==> src/rtl/adder_pkg.sv <==
// Shared helpers for the pipelined adder/subtractor: operand conditioning,
// signed-overflow detection and parameter legality.
package adder_pkg;

  // Subtraction is A + ~B + 1, so B is inverted bitwise and the incoming
  // carry is flipped (borrow-in 1 becomes carry-in 0).
  function automatic logic eff_b_bit(input logic b, input logic sub);
    return b ^ sub;
  endfunction

  function automatic logic eff_cin(input logic carry, input logic sub);
    return carry ^ sub;
  endfunction

  function automatic logic signed_ovf(input logic a_msb, input logic b_msb, input logic s_msb);
    return (a_msb == b_msb) && (s_msb != a_msb);
  endfunction

  function automatic bit params_legal(input int width, input int chunk);
    return (chunk >= 2) && (width >= chunk) && ((width % chunk) == 0);
  endfunction

endpackage

==> src/rtl/cla_chunk.sv <==
// One CHUNK-bit carry-lookahead slice: every carry is a flat sum of
// generate terms qualified by the propagates above them.
module cla_chunk #(
  parameter int CHUNK = 8
) (
  input  logic [CHUNK-1:0] i_a,
  input  logic [CHUNK-1:0] i_b,
  input  logic             i_cin,
  output logic [CHUNK-1:0] o_sum,
  output logic             o_cout
);

  logic [CHUNK-1:0] w_g;
  logic [CHUNK-1:0] w_p;
  logic [CHUNK:0]   w_c;
  logic             w_term;

  assign w_g = i_a & i_b;
  assign w_p = i_a ^ i_b;

  always_comb begin
    w_c    = '0;
    w_term = 1'b0;
    w_c[0] = i_cin;
    for (int i = 0; i < CHUNK; i++) begin
      w_term = i_cin;
      for (int m = 0; m <= i; m++) w_term = w_term & w_p[m];
      w_c[i+1] = w_term;
      for (int j = 0; j <= i; j++) begin
        w_term = w_g[j];
        for (int m = j + 1; m <= i; m++) w_term = w_term & w_p[m];
        w_c[i+1] = w_c[i+1] | w_term;
      end
    end
  end

  assign o_sum  = w_p ^ w_c[CHUNK-1:0];
  assign o_cout = w_c[CHUNK];

endmodule

==> src/rtl/pipelined_adder_sub.sv <==
// Fully pipelined adder/subtractor: an input register followed by one
// carry-lookahead chunk per stage, with a single global stall.
module pipelined_adder_sub
  import adder_pkg::*;
#(
  parameter int WIDTH = 32,
  parameter int CHUNK = 8
) (
  input  logic             clock,
  input  logic             reset_n,
  input  logic             in_valid,
  output logic             in_ready,
  input  logic [WIDTH-1:0] in_a,
  input  logic [WIDTH-1:0] in_b,
  input  logic             in_sub,
  input  logic             in_carry,
  output logic             out_valid,
  input  logic             out_ready,
  output logic [WIDTH-1:0] out_sum,
  output logic             out_carry,
  output logic             out_overflow
);

  localparam int STAGES = WIDTH / CHUNK;

  if (!params_legal(WIDTH, CHUNK)) begin : g_bad_params
    $error("pipelined_adder_sub: WIDTH must be a multiple of CHUNK and CHUNK >= 2");
  end

  // Index k holds what stage k has registered; stage 0 is the input register.
  logic [WIDTH-1:0] r_a [0:STAGES-1];
  logic [WIDTH-1:0] r_b [0:STAGES-1];
  logic [WIDTH-1:0] r_s [1:STAGES];
  logic             r_c [0:STAGES];
  logic             r_v [0:STAGES];
  logic             r_ovf;

  logic             w_advance;
  logic [WIDTH-1:0] w_b_eff;

  assign w_advance = !r_v[STAGES] || out_ready;

  always_comb begin
    w_b_eff = '0;
    for (int i = 0; i < WIDTH; i++) w_b_eff[i] = eff_b_bit(in_b[i], in_sub);
  end

  always_ff @(posedge clock) begin
    if (!reset_n) begin
      r_v[0] <= 1'b0;
      r_c[0] <= 1'b0;
      r_a[0] <= '0;
      r_b[0] <= '0;
    end else if (w_advance) begin
      r_v[0] <= in_valid;
      r_c[0] <= eff_cin(in_carry, in_sub);
      r_a[0] <= in_a;
      r_b[0] <= w_b_eff;
    end
  end

  for (genvar k = 1; k <= STAGES; k++) begin : g_stage
    localparam int LO = (k - 1) * CHUNK;

    logic [CHUNK-1:0] w_chunk_sum;
    logic             w_chunk_cout;
    logic [WIDTH-1:0] w_sum_prev;
    logic [WIDTH-1:0] w_sum_next;

    cla_chunk #(.CHUNK(CHUNK)) u_cla (
      .i_a   (r_a[k-1][LO +: CHUNK]),
      .i_b   (r_b[k-1][LO +: CHUNK]),
      .i_cin (r_c[k-1]),
      .o_sum (w_chunk_sum),
      .o_cout(w_chunk_cout)
    );

    if (k == 1) begin : g_first
      assign w_sum_prev = '0;
    end else begin : g_chain
      assign w_sum_prev = r_s[k-1];
    end

    always_comb begin
      w_sum_next              = w_sum_prev;
      w_sum_next[LO +: CHUNK] = w_chunk_sum;
    end

    always_ff @(posedge clock) begin
      if (!reset_n) begin
        r_v[k] <= 1'b0;
        r_c[k] <= 1'b0;
        r_s[k] <= '0;
      end else if (w_advance) begin
        r_v[k] <= r_v[k-1];
        r_c[k] <= w_chunk_cout;
        r_s[k] <= w_sum_next;
      end
    end

    if (k < STAGES) begin : g_fwd
      always_ff @(posedge clock) begin
        if (!reset_n) begin
          r_a[k] <= '0;
          r_b[k] <= '0;
        end else if (w_advance) begin
          r_a[k] <= r_a[k-1];
          r_b[k] <= r_b[k-1];
        end
      end
    end else begin : g_last
      // The top chunk is resolved here, so the sign bits are all available.
      always_ff @(posedge clock) begin
        if (!reset_n) begin
          r_ovf <= 1'b0;
        end else if (w_advance) begin
          r_ovf <= signed_ovf(r_a[k-1][WIDTH-1], r_b[k-1][WIDTH-1], w_chunk_sum[CHUNK-1]);
        end
      end
    end
  end

  assign in_ready     = w_advance;
  assign out_valid    = r_v[STAGES];
  assign out_sum      = r_s[STAGES];
  assign out_carry    = r_c[STAGES];
  assign out_overflow = r_ovf;

endmodule
==> config.mk <==
export PLATFORM = sky130hd
export DESIGN_NAME = pipelined_adder_sub
export DESIGN_NICKNAME = d
export VERILOG_FILES = /design/src/rtl/adder_pkg.sv /design/src/rtl/cla_chunk.sv /design/src/rtl/pipelined_adder_sub.sv
export SDC_FILE = /design/constraint.sdc
export NUM_CORES = 1
export LEC_CHECK = 0
export CAP_MARGIN = 15
export CORE_UTILIZATION = 57
export DETAILED_ROUTE_END_ITERATION = 7
export PLACE_DENSITY = 0.76
export SYNTH_ARGS = -nofsm -noshare
export SYNTH_HDL_FRONTEND = slang
export SYNTH_SLANG_ARGS = --single-unit
export TNS_END_PERCENT = 50
==> constraint.sdc <==
create_clock -name clock -period 9.7 [get_ports clock]
set_clock_uncertainty 0.05 [all_clocks]
set_input_delay 0.97 -clock clock [delete_from_list [all_inputs] [get_ports clock]]
set_output_delay 0.97 -clock clock [all_outputs]
set_load 0.05 [all_outputs]
## Word-level counts from Yosys, hierarchy flattened

Memory sizes are Yosys's and may differ from the RTL's.
Cells that the tools add are included.

| operators by class | value |
|---|---|
| mux-type cells | 26 |
| reduce and logical (&&, ||, !) cells | 3 |
| bitwise logic cells | 355 |
| equality and inequality tests | 2 |

Operator list:

| cell | number |
|---|---|
| 2-to-1 mux 32 bit | 12 |
| OR 1 bit | 166 |
| bitwise AND 1 bit | 144 |
| bitwise XOR 8 bit | 8 |
| bitwise XOR 1 bit | 33 |
| bitwise AND 8 bit | 4 |
| 2-to-1 mux 1 bit | 14 |
| equality test 1 bit | 1 |
| logical AND 1 bit | 1 |
| zero test 1 bit | 1 |
| logical OR 1 bit | 1 |
| != test 1 bit | 1 |

| storage, ports and cells | value |
|---|---|
| bits in writable memories | 394 |
| memories | 5 |
| output and inout bits | 36 |
| bits in registers | 1 |
| logic and storage cells | 392 |

Memories:

| memory | words | width | read ports | clocked after memory_dff | write ports | line | RTL |
|---|---|---|---|---|---|---|---|
| r_a | 4 | 32 | 4 | 0 | 4 | pipelined_adder_sub.sv:31 | `logic [WIDTH-1:0] r_a [0:STAGES-1];` |
| r_b | 4 | 32 | 4 | 0 | 4 | pipelined_adder_sub.sv:32 | `logic [WIDTH-1:0] r_b [0:STAGES-1];` |
| r_s | 4 | 32 | 4 | 0 | 4 | pipelined_adder_sub.sv:33 | `logic [WIDTH-1:0] r_s [1:STAGES];` |
| r_c | 5 | 1 | 5 | 0 | 5 | pipelined_adder_sub.sv:34 | `logic r_c [0:STAGES];` |
| r_v | 5 | 1 | 5 | 0 | 5 | pipelined_adder_sub.sv:35 | `logic r_v [0:STAGES];` |

## Logic depth before layout (Yosys ltp)

Gate-level depths: netlist of the first run.
An unclocked memory read counts as a cell.

| depth | value |
|---|---|
| depth after elaboration | 19 |
| gate-level depth with buffers | 6 |
| mapped depth without buffers | 6 |

## Modules after synthesis

A second synthesis of the first run with hierarchy kept.

| unflattened totals | value |
|---|---|
| cell total of the unflattened synthesis | 754 |
| area, all modules | 11,075.6 µm² |

Modules (own cells, without submodules):

| module | area each (µm²) | times used | cells an instance | sequential area each (µm²) |
|---|---|---|---|---|
| pipelined_adder_sub | 9,758.1 | 1 | 600 | 7,507.2 |
| cla_chunk at g_stage[2].u_cla ... | 335.3 | 2 | 39 | 0.0 |
| cla_chunk at g_stage[3].u_cla | 329.1 | 1 | 38 | 0.0 |
| cla_chunk at g_stage[1].u_cla | 317.8 | 1 | 38 | 0.0 |

## Least setup slack after synthesis of the first run

Ideal clock, no wire load.

| path | value |
|---|---|
| path kind | input -> register |
| start point | input port reset_n |
| end point | memory r_a[0][0] (enable) |
| data arrival time | 5,394 ps |
| setup time | 1,916 ps |
| buffers on the path | 2 |
| path slack | 2,340 ps |
| stages on the path | 3 |
| cell sequence | buf_2 > clkbuf_1 > nand2_1 |

RTL lines:

| element | line | RTL |
|---|---|---|
| start: declaration | pipelined_adder_sub.sv:10 | `input logic reset_n,` |
| end: declaration | pipelined_adder_sub.sv:31 |  |

## Final worst setup path of the first run

| path | value |
|---|---|
| start point | input port out_ready |
| end point | output port in_ready |

| between the ends | value |
|---|---|
| cells in the longest elaborated chain, start to end | 1 |

RTL lines:

| element | line | RTL |
|---|---|---|
| start: declaration | pipelined_adder_sub.sv:18 | `input logic out_ready,` |
| logical OR 1 bit | pipelined_adder_sub.sv:41 | `assign w_advance = !r_v[STAGES] \|\| out_ready;` |
| end: declaration | pipelined_adder_sub.sv:12 | `output logic in_ready,` |

No other way between the ends.

==> impl_metrics.ini, run 1 <==
[power]
swShare = 0.2105
p_seq_frac = 0.546
p_leak_nw = 5.812
p_int_mw = 1.831
power_density_nw_per_um2 = 181.1
irDropWorstVdd_mv = 0.1216
p_switching_mw = 0.4882
pwr-share-comb = 0.074
clock_power_share = 0.380

[layout]
fillerInstances = 1227
layout.cells.most_common_list = 248 x edfxtp_1, 184 x and3_1, 103 x clkdlybuf4s50_1
final_area_um2 = 12810
drive_gt1_frac = 0.07303
finalNetCount = 941
postLayoutCoreUtil = 0.6847
syn_to_final_growth_pct = 18.03
layout_commonest_cell = edfxtp_1
antenna_cells = 0

[worst_setup_path]
r2r_end = r_s[0][119]$_SDFFCE_PN0P_
start_kind = input pin
cp.required_ns = 8.68
rr_worst_depth = 6
slowest_stage = clkdlybuf4s50_1
cp.arrival_ns = 2.92
path_max_fanout = 75
critical_path_class = in2out
cp_common_cell = clkdlybuf4s50_1
reg2reg_from = r_v[4]$_DFF_P_
cp_cell_sequence = clkdlybuf4s50_1 > nor2b_2 > inv_4 > clkdlybuf4s50_1
cp-end-kind = primary output
cp-startpoint = out_ready
reg2reg_slack_ns = 6.98
critPathMaxStageDelay_ns = 0.93

[sta]
report.final.slew_viol_count = 0
maxSlewHeadroom = 0.2246
tns_ns = 0
clock.fmax_ghz = 0.2539
hold_violations = 0
period_needed_ns = 3.939
layout_worst_path_cycle_share = 0.4061
finalSetupViolCount = 0
setup_slack_ns = 5.761
worstMarginPinSlew_ns = 1.163
rsz0062_at_grt = no

[die]
die_y_um = 140.0
die_w_um = 140.0
core_area_um2 = 18710
rows = 50
boundaryPins = 106
initial_core_util = 0.5801
dieArea_um2 = 19590

[detailed_routing]
wl_per_cell_um = 16.16
via_per_inst = 5.611
drc = 0
dr.pass1.iters = 7
ant_nets = 0
drt_iter0_drc = 450
drt_wl_total_mm = 17.50
dr_total_vias = 6077

[clock_tree]
clk_pin_slew_ns = 0.06
clockRootBuffer = clkbuf_16
cts_resized = 0
cts_tree = built
htreeDepth = 1
cts_setup_buffers = 0
postCtsHoldBufs = 0
cts_inserted_buffers = 25
cts_sinks = 251
cts_max_path_buffers = 3
clk_latency_ns = 0.51

[synth]
synth_edf_count = 248
avgSynthCellArea_um2 = 14.55
syn_nets = 856
async_flop_share = 0
synth_ff_type = edfxtp_1
seq_area_frac_synth = 0.6918
synth.distinct_cells = 35
synth_area_um2 = 10850
postSynthCellCount = 746
synth_seq_cells = 251
yosys_warnings = 0

[grt]
antenna_found_initial = 0
grt_max_degree = 223
grt_first_pass_wirelength_mm = 28.45
grt-ovfl-total = 0
grt_pass1_vias = 5917
track_usage = 0.1804

[placement]
pre_cts_ws_ns = 5.769
place_hpwl_mm = 10.37
gp_congestion = 0.8428
postPlaceCellArea_um2 = 12010
port_buffers = 105

[run_status]
status = finished clean

[hold_path]
hold_path_class = reg2reg
hold_start = r_v[3]$_DFFE_PP_
min_path_cells = 1
holdPathEnd = r_v[4]$_DFF_P_

[flow_run]
drv_cap = 0
worst max-delay path: cells and delay by family:
kind,cells,cell delay [ns]
buffers and inverters,3,1.85
AND/OR/NAND/NOR,1,0.08
registers in the layout (all words and copies together), names as in the netlist:
register and count:
out_overflow 1, r_a 80, r_b 80, r_c 5, r_s 80, r_v 5
how the worst max path moves through the flow:
| stage | endpoint | slack, ns | cells past startpoint |
|---|---|---|---|
| floorplan | r_a[0][0]$_SDFFCE_PN0P_ | 2.34 | 3 |
| global placement | in_ready | 5.81 | 4 |
| detailed placement | in_ready | 5.77 | 4 |
| CTS | in_ready | 5.77 | 4 |
| global route | in_ready | 5.66 | 4 |
| finish | in_ready | 5.76 | 4 |
power by group through the flow:
stage               clock, mW  sequential, mW  combinational, mW
detailed placement          0            1.29              0.169
CTS                     0.895            1.27              0.170
floorplan                   0            1.30             0.0935
global placement            0            1.29              0.164
finish                  0.882            1.27              0.171
global route            0.938            1.27              0.187
cell usage after synthesis, drive strengths merged, types with 7 or more instances:
cell type | count | area [µm²]
buf | 14 | 80.08
nand3 | 8 | 40.04
nand2 | 15 | 56.30
clkbuf | 38 | 142.6
a21o | 7 | 52.55
a21oi | 14 | 122.6
o21ai | 13 | 65.06
ha | 36 | 450.4
and3 | 184 | 1151
o21a | 12 | 90.09
nand2b | 10 | 62.56
xnor2 | 41 | 359.1
nor3 | 26 | 130.1
nor2 | 47 | 176.4
edfxtp | 248 | 7447
through the flow:
step / instances / total power [mW] / hold WS, ns
after floorplan: 746 / 1.397 / 0.3840
after global placement: 1036 / 1.451 / 0.4326
after detailed placement: 1036 / 1.458 / 0.4098
after CTS: 1081 / 2.331 / 0.4371
after global routing: 1083 / 2.396 / 0.4537
final: 1083 / 2.320 / 0.4387
cells by family after synthesis:
| kind of cell | count (synthesis) | synth area share |
|---|---|---|
| AO/OA/AOI/OAI | 60 | 0.04889 |
| XOR/XNOR | 41 | 0.03309 |
| adder cells (fa/ha/maj) | 40 | 0.04889 |
| buffers and inverters | 54 | 0.02122 |
| flip-flops | 251 | 0.6918 |
| multiplexers | 3 | 0.002767 |
| AND/OR/NAND/NOR | 297 | 0.1533 |
final cells by class:
| class | count | area (µm²) | share of cell area |
|---|---|---|---|
| Clock inverter | 17 | 111.4 | 0.008694 |
| Tap cell | 234 | 292.8 | 0.02286 |
| Clock buffer | 28 | 636.9 | 0.04972 |
| Timing Repair Buffer | 110 | 1126 | 0.08792 |
| Multi-Input combinational cell | 441 | 3124 | 0.2439 |
| Sequential cell | 251 | 7507 | 0.5861 |
| Inverter | 2 | 10.01 | 0.0007815 |
per-layer routing:
metal  GRT usage  vias up  share of wire
met5           0        -              0
met4     0.06015        0          0.023
met3     0.02940       38          0.049
met2      0.2945      176           0.47
met1      0.2491     2889           0.46
li1            -     2974              -
(Power assumes the default switching activity.)
==> inputs of run 2 (changes only) <==
==> constraint.sdc (replaced) <==
create_clock -name clock -period 3.92 [get_ports clock]
set_clock_uncertainty 0.05 [all_clocks]
set_input_delay 0.392 -clock clock [delete_from_list [all_inputs] [get_ports clock]]
set_output_delay 0.392 -clock clock [all_outputs]
set_load 0.05 [all_outputs]
==> impl_metrics.ini, run 2 (synthesis gave the netlist of run 1 again) <==
[detailed_routing]
drt_wl_total_mm = 17.93
routed.top_layer = met4
dr_total_vias = 6076
ant_nets = 0
dr.pass1.iters = 7
drt_iter0_drc = 516
met1_length_mm = 7.827
via_per_inst = 5.610
wl_met3_um = 880
drc = 1
wl_met2_mm = 8.847
wl_per_cell_um = 16.55

[worst_setup_path]
start_kind = register
reg2reg_slack_ns = 1.66
cp-startpoint = r_v[4]$_DFF_P_
path_max_fanout = 36
cp_cell_sequence = nor2b_2 > inv_4 > clkdlybuf4s50_1
cp-endpoint = in_ready
r2r_end = r_s[0][39]$_SDFFCE_PN0P_
critPathMaxStageDelay_ns = 0.76
rr_worst_depth = 6
cp.arrival_ns = 2.22
path_depth = 3
critical_path_class = reg2out
critPathTopFamily = buffers and inverters
slowest_stage = clkdlybuf4s50_1
cp-end-kind = primary output
worst-path-buf-inv = 2
cp.required_ns = 3.48
reg2reg_from = r_v[4]$_DFF_P_

[layout]
fillerInstances = 1228
syn_to_final_growth_pct = 17.51
finalNetCount = 943
final_area_um2 = 12750
antenna_cells = 0
drive_gt1_frac = 0.06949
layout.cells.most_common_list = 248 x edfxtp_1, 184 x and3_1, 103 x clkdlybuf4s50_1
layout_commonest_cell = edfxtp_1
largestRegisters = r_a: 80 flops, r_b: 80 flops, r_s: 80 flops
stdcell_count = 1083
regArea_um2 = 7507
postLayoutCoreUtil = 0.6817
multiInputGateArea_um2 = 3133

[hold_path]
hold_start = r_v[3]$_DFFE_PP_
hold_path_class = reg2reg

[sta]
period_needed_ns = 2.666
report.final.slew_viol_count = 0
hold_violations = 0
setup_slack_ns = 1.254
finalSetupViolCount = 0
layout_worst_path_cycle_share = 0.6801
tns_ns = 0
worstMarginPinSlew_ns = 0.9465
clock.fmax_ghz = 0.3751
maxSlewHeadroom = 0.3690
rsz0062_at_grt = no

[clock_tree]
cts_tree = built
clk_latency_ns = 0.51
cts_max_path_buffers = 3
postCtsHoldBufs = 0
cts_resized = 0
clk_pin_slew_ns = 0.06
htreeDepth = 1
cts_inserted_buffers = 24
cts_setup_buffers = 0
clockRootBuffer = clkbuf_16
cts_sinks = 251

[grt]
track_usage = 0.1871
grt-ovfl-total = 0
grt_max_degree = 119
grt_first_pass_wirelength_mm = 29.19
antenna_found_initial = 0
grt_pass1_vias = 5987

[power]
power_density_nw_per_um2 = 439.2
irDropWorstVdd_mv = 0.2625
p_leak_nw = 5.781

[die]
die_y_um = 140.0
initial_core_util = 0.5801
dieArea_um2 = 19590
boundaryPins = 106
core_area_um2 = 18710
rows = 50
die_w_um = 140.0

[run_status]
status = complete, but fails checks
violations = design-rule violations

[placement]
port_buffers = 105
place_hpwl_mm = 11.21
place_inst = 1041
postPlaceCellArea_um2 = 12060
gp_congestion = 0.7951
pre_cts_ws_ns = 1.203

[flow_run]
drv_cap = 0
==> run 2: cell count changes in the layout (fill, tap and decap cells not counted), sizes merged <==
cell / change
buf: +3
clkbuf: +2
clkinvlp: -2
bufinv: -1
clkinv: -1
inv: -1
==> run 2: worst register-to-register path, delay by kind of cell (launching register included) <==
kind | cells | cell delay (ns)
buffers and inverters | 2 | 0.81
and+or+nand+nor | 3 | 0.75
DFF | 1 | 0.31
muxes | 1 | 0.17
==> run 2: layout make-up <==
class,instances,area share
sequential,251,0.5887
timing repair buffer,113,0.08752
clock inverter,12,0.003827
multi-input combinational,441,0.2457
tap,234,0.02296
inverter,2,0.0007849
clock buffer,30,0.05053
==> run 2: metrics by stage <==
| stage | hold slack, ns | power [mW] |
|---|---|---|
| final | 0.4304 | 5.600 |
| after global routing | 0.4584 | 5.803 |
| after CTS | 0.4363 | 5.645 |
| after detailed placement | 0.4076 | 3.616 |
| after global placement | 0.4341 | 3.597 |
| after floorplan | 0.3840 | 3.453 |
==> run 2: worst min-delay path by stage <==
stage / slack, ns / end / cells after the start
after floorplan: 0.38 / r_v[4]$_DFF_P_ / 1
after global placement: 0.43 / r_v[4]$_DFF_P_ / 1
after detailed placement: 0.41 / r_v[4]$_DFF_P_ / 1
after CTS: 0.44 / r_v[4]$_DFF_P_ / 1
after global routing: 0.46 / r_v[4]$_DFF_P_ / 1
final: 0.43 / r_v[4]$_DFF_P_ / 1
==> run 2: power breakdown <==
part	switching (mW)	internal (mW)	total (mW)
logic	0.218	0.202	0.421
clock network	0.890	1.15	2.04
registers	0.0431	3.09	3.14
total	1.15	4.45	5.60
==> run 2: routing by layer <==
| layer | up-vias | GRT usage |
|---|---|---|
| li1 | 2979 | - |
| met4 | 0 | 0.06651 |
| met5 | - | 0 |
| met2 | 172 | 0.3163 |
| met3 | 31 | 0.03009 |
| met1 | 2894 | 0.2471 |
